===== src/rtl/gated_logic_pkg.sv =====
// Shared op encoding and per-bit reduction helper for the gated logic pipe.
package gated_logic_pkg;

    typedef enum logic [1:0] {
        OP_AND  = 2'd0,
        OP_OR   = 2'd1,
        OP_XOR  = 2'd2,
        OP_NAND = 2'd3
    } op_e;

    // Upper bound on operands per transaction supported by reduce_op.
    localparam int unsigned MAX_IN = 64;

    // Reduces one bit column (bit k = operand k) over the low num_in entries.
    function automatic logic reduce_op(input logic [MAX_IN-1:0] operands,
                                       input int unsigned       num_in,
                                       input op_e               op);
        logic [MAX_IN-1:0] mask;
        logic              all_ones;
        logic              any_one;
        logic              odd;
        logic              result;
        mask     = ~({MAX_IN{1'b1}} << num_in);
        all_ones = &(operands | ~mask);
        any_one  = |(operands & mask);
        odd      = ^(operands & mask);
        result   = 1'b0;
        unique case (op)
            OP_AND:  result = all_ones;
            OP_OR:   result = any_one;
            OP_XOR:  result = odd;
            OP_NAND: result = ~all_ones;
        endcase
        return result;
    endfunction

endpackage


===== src/rtl/gated_logic_stage.sv =====
// One valid/data register slice; holds while downstream is stalled and it is occupied.
module gated_logic_stage #(
    parameter int unsigned WIDTH = 8
) (
    input  logic             clk,
    input  logic             rst,
    input  logic             valid_in,
    input  logic [WIDTH-1:0] data_in,
    input  logic             ready_in,
    output logic             ready_out,
    output logic             valid_out,
    output logic [WIDTH-1:0] data_out
);

    logic             valid_q;
    logic [WIDTH-1:0] data_q;

    assign ready_out = !valid_q || ready_in;
    assign valid_out = valid_q;
    assign data_out  = data_q;

    always_ff @(posedge clk or posedge rst) begin
        if (rst) begin
            valid_q <= 1'b0;
            data_q  <= '0;
        end else if (ready_out) begin
            valid_q <= valid_in;
            // Bubbles leave the data register untouched so an empty output keeps its last value.
            if (valid_in) begin
                data_q <= data_in;
            end
        end
    end

endmodule


===== src/rtl/gated_logic_pipe.sv =====
// Bitwise AND/OR/XOR/NAND reduction of NUM_IN operands into a STAGES-deep valid/ready pipe.
// Define GATED_LOGIC_PIPE_PARITY_EN to add the registered out_parity output.
module gated_logic_pipe
    import gated_logic_pkg::*;
#(
    parameter int unsigned WIDTH  = 8,
    parameter int unsigned NUM_IN = 2,
    parameter int unsigned STAGES = 2
) (
    input  logic                    clk,
    input  logic                    rst,
    input  logic                    in_valid,
    output logic                    in_ready,
    input  logic [NUM_IN*WIDTH-1:0] in_data,
    input  logic [1:0]              in_op,
    output logic                    out_valid,
    input  logic                    out_ready,
    output logic [WIDTH-1:0]        out_data,
    output logic                    out_zero
`ifdef GATED_LOGIC_PIPE_PARITY_EN
    ,
    output logic                    out_parity
`endif
);

`ifdef GATED_LOGIC_PIPE_PARITY_EN
    localparam int unsigned DATA_W = WIDTH + 1;
`else
    localparam int unsigned DATA_W = WIDTH;
`endif

    logic [WIDTH-1:0]  reduced;
    logic [DATA_W-1:0] stage_in;

    for (genvar b = 0; b < WIDTH; b++) begin : g_bit
        logic [MAX_IN-1:0] column;
        for (genvar k = 0; k < NUM_IN; k++) begin : g_op
            assign column[k] = in_data[k*WIDTH+b];
        end
        if (NUM_IN < MAX_IN) begin : g_pad
            assign column[MAX_IN-1:NUM_IN] = '0;
        end
        assign reduced[b] = reduce_op(column, NUM_IN, op_e'(in_op));
    end

`ifdef GATED_LOGIC_PIPE_PARITY_EN
    assign stage_in = {^reduced, reduced};
`else
    assign stage_in = reduced;
`endif

    logic [STAGES:0]   valid_c;
    logic [STAGES:0]   ready_c;
    logic [DATA_W-1:0] data_c [STAGES+1];

    assign valid_c[0]      = in_valid;
    assign data_c[0]       = stage_in;
    assign ready_c[STAGES] = out_ready;
    assign in_ready        = ready_c[0];

    for (genvar i = 0; i < STAGES; i++) begin : g_stage
        gated_logic_stage #(
            .WIDTH(DATA_W)
        ) u_stage (
            .clk      (clk),
            .rst      (rst),
            .valid_in (valid_c[i]),
            .data_in  (data_c[i]),
            .ready_in (ready_c[i+1]),
            .ready_out(ready_c[i]),
            .valid_out(valid_c[i+1]),
            .data_out (data_c[i+1])
        );
    end

    assign out_valid = valid_c[STAGES];
    assign out_data  = data_c[STAGES][WIDTH-1:0];
    assign out_zero  = out_valid && (out_data == '0);

`ifdef GATED_LOGIC_PIPE_PARITY_EN
    assign out_parity = data_c[STAGES][WIDTH];
`endif

endmodule


===== config.mk =====
export PLATFORM = sky130hd
export DESIGN_NAME = gated_logic_pipe
export DESIGN_NICKNAME = d
export VERILOG_FILES = /design/src/rtl/gated_logic_pkg.sv /design/src/rtl/gated_logic_stage.sv /design/src/rtl/gated_logic_pipe.sv
export SDC_FILE = /design/constraint.sdc
export NUM_CORES = 1
export LEC_CHECK = 0
export CAP_MARGIN = 20
export CORE_MARGIN = 2
export CORE_UTILIZATION = 38
export CTS_BUF_LIST = sky130_fd_sc_hd__clkbuf_8 sky130_fd_sc_hd__clkbuf_16
export CTS_CLUSTER_DIAMETER = 150
export DETAILED_ROUTE_END_ITERATION = 12
export PLACE_DENSITY = 0.64
export SLEW_MARGIN = 40
export SYNTH_ARGS = -nofsm -noshare
export SYNTH_HDL_FRONTEND = slang
export SYNTH_HIERARCHICAL = 1
export SYNTH_SLANG_ARGS = --single-unit

===== constraint.sdc =====
create_clock -name clk -period 2.45 [get_ports clk]
set_clock_uncertainty 0.2 [all_clocks]
set_input_delay 0.735 -clock clk [delete_from_list [all_inputs] [get_ports clk]]
set_output_delay 0.735 -clock clk [all_outputs]
set_load 0.1 [all_outputs]

---- Word-level counts from Yosys, hierarchy flattened ----
Index checks and enable logic that the tools add are counted.
cells by class
  eq/ne operators ......................... 3
  muxes and demuxes ....................... 8
  bitwise logic cells ..................... 8
  reduce and logical (&&, ||, !) cells .... 33
operator list
  cell                  number
  $reduce_xor A64 Y1    8
  $pmux W1 S4           8
  $reduce_and A2 Y1     10
  $reduce_or A2 Y1      8
  $logic_not A8 Y1      1
  $not A1 Y1            8
  $eq A2 B2 Y1 const B  2
  $eq A2 B1 Y1 const B  1
  $logic_not A1 Y1      2
  $logic_not A2 Y1      1
  $logic_or A1 B1 Y1    2
  $logic_and A1 B1 Y1   1
storage, ports and cells
  flip-flop bits (word level) ............. 18
  bits of input ports ..................... 22
  output and inout port bits .............. 11

---- Depth between registers and ports, before layout ----
Gate-level depths: netlist of the first run.
  depth in word-level cells ............... 4
  gate-level depth with buffers ........... 6

---- Hierarchy ----
Netlist of the first run, hierarchy kept.
modules (own cells, without submodules)
  module             times used  cells an instance  area an instance (um2)
  gated_logic_stage  2           21                 389.1
  gated_logic_pipe   1           80                 534.3

---- Worst setup path before layout of the first run ----
Ideal clock, no wire load.
  path kind ............................... register to output
  from .................................... register g_stage[1].u_stage.data_q[5]
  to ...................................... output out_zero
  arrival ................................. 2.897 ns
  data required time ...................... 1.515 ns
  path slack .............................. -1.382 ns
  cell stages (with the launch flop) ...... 4
  cell sequence ........................... dfrtp_1 -> nor4_1 -> nand3b_1 -> nor4_2
between the ends
  cells in the longest elaborated chain, start to end .. 2
ends and longest elaborated chain
  what                      line                     source
  start: declaration        gated_logic_stage.sv:16  logic [WIDTH-1:0] data_q;
  start signal: assignment  gated_logic_stage.sv:30  data_q <= data_in;
  $logic_not A8 Y1          gated_logic_pipe.sv:78   assign out_zero = out_valid && (out_data == '0);
  $logic_and A1 B1 Y1       gated_logic_pipe.sv:78
  end: declaration          gated_logic_pipe.sv:19   output logic out_zero
Every way passes these cells.

---- Worst setup path in the final report of the first run ----
Same ends and word-level chain as after synthesis.

==> results of run 1 <==
per-stage QoR:
step	hold slack [ps]	setup TNS, ps	power [W]	instances
after floorplan	282	-607	0.000962	122
after global placement	297	-117	0.00124	199
after detailed placement	307	-125	0.00126	199
after CTS	322	-99.9	0.00151	204
after global routing	339	-149	0.00156	204
final	313	-92.3	0.00149	204
flip-flops by register name, indices dropped and copies added (netlist names):
register / cells
g_stage.u_stage/valid_out: 2
g_stage.u_stage/data_out: 16
synthesized netlist by cell type:
cell type  number  share of area
dfrtp_1        18           0.34
inv_1          18          0.051
ha_1           16           0.15
mux2_4         16           0.18
nand2_1        15          0.043
o21ai_0         9          0.034
o21ai_1         8          0.031
o211ai_1        7          0.040
buf_6           3          0.026
nand2_8         2          0.031
nand2b_1        2         0.0095
nand2b_4        2          0.021
nor2b_1         2         0.0095
buf_4           1         0.0057
nand3b_1        1         0.0057
nor4_1          1         0.0048
nor4_2          1         0.0095
placed cells by master (no fill, tap or decap):
master,synthesis,final
nor2b_1,2,2
clkdlybuf4s50_1,0,20
nand2_8,2,2
nand3b_1,1,1
dlygate4sd2_1,0,1
nand2b_4,2,2
ha_1,16,16
nor4_2,1,1
o211ai_1,7,7
buf_12,0,12
nor4_4,0,1
inv_1,18,18
mux2_4,16,16
dfrtp_1,18,12
buf_4,1,3
nand2b_1,2,2
dfrtp_2,0,4
dfrtp_4,0,2
o21ai_1,8,8
o21ai_0,9,9
clkbuf_8,0,4
nand2_1,15,15
layout make-up:
class / count / area (µm²)
multi-input cells: 82 / 768
clock buffers: 4 / 55.1
fillers: 299 / 1450
repair buffers: 36 / 472
flip-flops and latches: 18 / 463
inverters: 18 / 67.6
well taps: 46 / 57.6
routing by layer:
layer | wire, µm | vias up | GRT usage | share of wire
li1 | - | 484 | - | -
met1 | 894 | 401 | 0.119 | 0.43
met2 | 1070 | 28 | 0.214 | 0.51
met3 | 113 | 5 | 0.0270 | 0.054
met4 | 25 | 0 | 0.0417 | 0.012
met5 | 0 | - | 0 | 0
kinds of logic after synthesis:
family | Yosys count | synth area share
AND/OR/NAND/NOR | 26 | 0.133
AO/OA/AOI/OAI | 24 | 0.105
buffers and inverters | 22 | 0.0829
flip-flops | 18 | 0.343
multiplexers | 16 | 0.183
adder cells (fa/ha/maj) | 16 | 0.153
worst register-to-register path, stage by stage (launching register included):
cell	delay, ps
dfrtp_2	420
nand2b_4	60
nand2b_4	150
buf_4	160
nand2_8	110
mux2_4	310
worst paths after layout:
kind                                           startpoint                             end  cells past startpoint
setup reg to reg             g_stage[1].u_stage/valid_out  g_stage[0].u_stage/data_out[2]                      5
hold reg to reg            g_stage[0].u_stage/data_out[5]  g_stage[0].u_stage/data_out[5]                      1
max in group asynchronous                             rst  g_stage[1].u_stage/data_out[5]                      2
setup / recovery           g_stage[1].u_stage/data_out[5]                        out_zero                      4
min in group asynchronous                             rst  g_stage[1].u_stage/data_out[2]                      2
hold / removal             g_stage[0].u_stage/data_out[5]  g_stage[0].u_stage/data_out[5]                      1
report_power, final:
part / internal [W] / total, W / switching, W
logic: 0.000347 / 0.000794 / 0.000447
registers: 0.000379 / 0.000467 / 0.0000881
clock network: 0.000142 / 0.000232 / 0.0000898
what timing repair did:
item,4_1_cts,5_1_grt
buffers inserted,1,0
resized for setup,2,0
pin swaps,2,1
setup endpoints to repair,2,1
hold endpoints to repair,0,0
==> metrics, run 1 <==
final hold vios 0; synthesized cell area between 1000 and 1500 µm²; fin area 1880 µm²; #FFs+latches synth 18; Slowest-stage cell, CP dfrtp_4; syn_nets 160; Die W about 63 µm; crit-path max cell delay 500 ps; routed len/inst 10.3 µm; CP endpoint kind primary output; FMAX roughly 0.39 GHz; GRT Util Overall 0.113; Placer Congestion about 0.70; Worst-path clk slew around 60 ps; root buffer cell clkbuf_8; initial antenna violation count 0; first-pass GRT wire length 3510 µm; n_diodes 0; fin. max-slew vios 0; CTS sink cnt 18; worst-skew pair later-pin latency approximately 250 ps; failing checks setup timing; Setup Viol. Count Final 1; Starting Density 0.393; CP max FO 3; cell family contributing the most delay on the critical path simple AND/OR/NAND/NOR gates; peak supply drop 281 µV; outcome finished with violations; grt total ovfl 0; Starting DRT DRC Count 17; via count normalized by instance count approximately 4.5; CTS tree done; share of cells above drive strength 1 0.297; RSZ-0062 raised after global routing yes; area of the die 3940 µm²; final antenna-violating net count 0; pwr/cell area 793 nW/µm²; Arr. time, crit path around 1600 ps; startpoint types flop; Crit Path Category reg -> out; number of remaining DRC errors 0; vias in the first global route 843; drt first pass iters 2; Vert. Die Dim 62.8 µm; number of H-tree levels 1; Period minus WS final 2540 ps; Mapped Cells between 100 and 150; DP Area 1820 µm²; nets@finish 197; area added between synthesis and finish 43.5%; maxcap violations 0; clock buffers created by TritonCTS 3; Worst-Margin Slew between 400 and 500 ps; Worst Path Required between 1500 and 2000 ps; min-delay worst type reg -> reg; DP Wirelength 1880 µm; Placement Setup Slack -97.8 ps; Seq/Total Area, Yosys 0.343; vias 918; crit share post-route 1.04; Row Count 21; leakage 0.891 nW; final setup margin -92.3 ps; setup slack, reg-to-reg 930 ps; worst-path cell chain nor4_2, nand3b_1, nor4_4, buf_12; largest net degree at the start of global routing 32; synth warn 6; I/O pin cnt 33; CP Buf/Inv Count 1; CORE AREA 3340 µm²; synth unique cells 17; clk buf depth 2; Post-Route Utilization 0.564; Routed Wire Length 2100 µm; I/O Buffers 32; hold buffers post-CTS 0; Worst slew margin 0.674; Avg Cell Area, Syn 10.8 µm²
Power figures use the tool's default switching activity.
==> run 2: changes to the inputs <==
--- a/config.mk
+++ b/config.mk
@@ -8,7 +8,6 @@
 export CAP_MARGIN = 20
 export CORE_MARGIN = 2
 export CORE_UTILIZATION = 38
-export CTS_BUF_LIST = sky130_fd_sc_hd__clkbuf_8 sky130_fd_sc_hd__clkbuf_16
 export CTS_CLUSTER_DIAMETER = 150
 export DETAILED_ROUTE_END_ITERATION = 12
 export PLACE_DENSITY = 0.64
==> run 2 against run 1 <==
  * The flow still finishes with violations (setup timing)
  * Cell count grew 0.49%
  * Core utilization shrank 0.34 points
  * Combinational power grew 2%
  * Critical path type unchanged
  * Largest cell class unchanged
  * Highest routed layer unchanged
==> metrics, run 2 (same netlist as run 1, synthesis figures left out) <==
Sw Share 0.430 (+0.0112); clk buf depth 2 (unchanged); Post-Layout Cell Count 205 (+0.49%); I/O Buffers 32 (unchanged); clock buffers created by TritonCTS 3 (unchanged); outcome finished with violations; Largest register FFs 16 (unchanged); most frequent cells in the layout clkdlybuf4s50_1, inv_1, ha_1, mux2_4, nand2_1; worst-skew pair later-pin latency 280 ps (+30 ps); sequential share of power 0.320 (+0.007); Post-Route Utilization 0.561 (-0.00337); fin. max-slew vios 0 (unchanged); Pint 0.000822 W (-5.3%); Worst-Margin Slew 497 ps (+9.09 ps); Arr. time, crit path 1650 ps (+40 ps); routed len/inst 10.3 µm (-0.11%); commonest non-fill, non-tap cell in the layout clkdlybuf4s50_1; CP endpoint kind primary output; peak supply drop 240 µV (-15%); Comb pwr share 0.560 (+0.028); fin area 1870 µm² (-0.60%); # fillers 300 (+0.33%); min-delay worst type reg -> reg; Setup Viol. Count Final 1 (unchanged); n_diodes 0 (unchanged); Worst slew margin 0.668 (-0.00608); CORE AREA 3340 µm² (unchanged); Crit Path Category reg -> out; area added between synthesis and finish 42.6%; drt first pass iters 3 (+1); initial antenna violation count 0 (unchanged); Starting DRT DRC Count 12 (-5); Worst Path Required 1510 ps (about the same); CP max FO 2 (-1); nets@finish 198 (+0.51%); final setup margin -134 ps (-41.7 ps); setup TNS -134 ps (-41.7 ps); via count normalized by instance count 4.44 (-1.4%); CTS tree done; crit share post-route 1.05 (+0.0170); number of H-tree levels 1 (unchanged); power share of the clock group 0.120 (-0.036); GRT Util Overall 0.115 (+0.00192); Routed Wire Length 2110 µm (+0.38%); Die W 62.8 µm (unchanged); root buffer cell clkbuf_4; CTS sink cnt 18 (unchanged); vias in the first global route 849 (+0.71%); share of cells above drive strength 1 0.302 (+0.00442); leakage 0.889 nW (-0.33%); area taken by multi-input logic gates 768 µm² (unchanged); Vert. Die Dim 62.8 µm (unchanged); RSZ-0062 raised after global routing yes; register area 463 µm² (unchanged); DP Area 1820 µm² (unchanged); I/O pin cnt 33 (unchanged); DP Wirelength 1880 µm (unchanged); area of the die 3940 µm² (unchanged); Worst-path clk slew 90 ps (+30 ps); startpoint types flop; final antenna-violating net count 0 (unchanged); failing checks setup timing; Starting Density 0.393 (unchanged); vias 910 (-0.87%); pwr/cell area 770 nW/µm² (-2.9%); final hold vios 0 (unchanged); grt total ovfl 0 (unchanged); Period minus WS final 2580 ps (+41.7 ps); first-pass GRT wire length 3530 µm (+0.57%); largest net degree at the start of global routing 32 (unchanged); placed instance count 199 (unchanged); number of remaining DRC errors 0 (unchanged); maxcap violations 0 (unchanged); FMAX 0.387 GHz (-1.6%); Row Count 21 (unchanged); Placer Congestion 0.704 (unchanged); hold buffers post-CTS 0 (unchanged); Sw Pwr 0.000620 W (-0.90%)
==> run 2: cell type report <==
cell class	instances	share of cell area
multi-input combinational	82	0.410
timing repair buffer	37	0.256
sequential	18	0.247
inverter	18	0.0361
tap	46	0.0307
clock buffer	4	0.0194
==> run 2: worst paths after layout <==
path	slack [ps]	cells after the start	to	from
hold reg to reg	320	1	g_stage[0].u_stage/data_out[5]	g_stage[0].u_stage/data_out[5]
hold / removal	320	1	g_stage[0].u_stage/data_out[5]	g_stage[0].u_stage/data_out[5]
setup / recovery	-130	4	out_zero	g_stage[1].u_stage/data_out[5]
min in group asynchronous	530	2	g_stage[1].u_stage/data_out[5]	rst
setup reg to reg	920	5	g_stage[0].u_stage/data_out[2]	g_stage[1].u_stage/valid_out
max in group asynchronous	1260	2	g_stage[1].u_stage/data_out[2]	rst
==> run 2: power by group through the flow <==
stage | sequential, W | combinational [W] | clock [W]
global route | 0.000473 | 0.000842 | 0.000197
global placement | 0.000471 | 0.000772 | 0
floorplan | 0.000758 | 0.000205 | 0
detailed placement | 0.000478 | 0.000787 | 0
finish | 0.000461 | 0.000807 | 0.000174
CTS | 0.000464 | 0.000815 | 0.000183
==> run 2: repair_timing <==
action	4_1_cts	5_1_grt
pin swaps	3	1
gates resized for setup	2	0
buffers inserted	2	0
endpoints found under the setup margin	2	1
==> run 2: per-stage QoR <==
stage,hold slack (ps),power (W),setup slack [ps]
CTS,330,0.00146,-143
global route,349,0.00151,-200
floorplan,282,0.000962,-607
detailed placement,307,0.00126,-97.8
global placement,297,0.00124,-109
finish,321,0.00144,-134
==> run 2: worst max-delay path, cell delays in order (launching register included) <==
cell      delay (ps)
dfrtp_4          490
nor4_2           270
nand3b_1         170
nor4_4           220
buf_12           210
==> run 2: per-layer routing <==
| metal | global-route usage | routed length [µm] |
|---|---|---|
| met1 | 0.119 | 902 |
| met2 | 0.216 | 1080 |
| met3 | 0.0270 | 115 |
| met4 | 0.0500 | 10 |
| met5 | 0 | 0 |
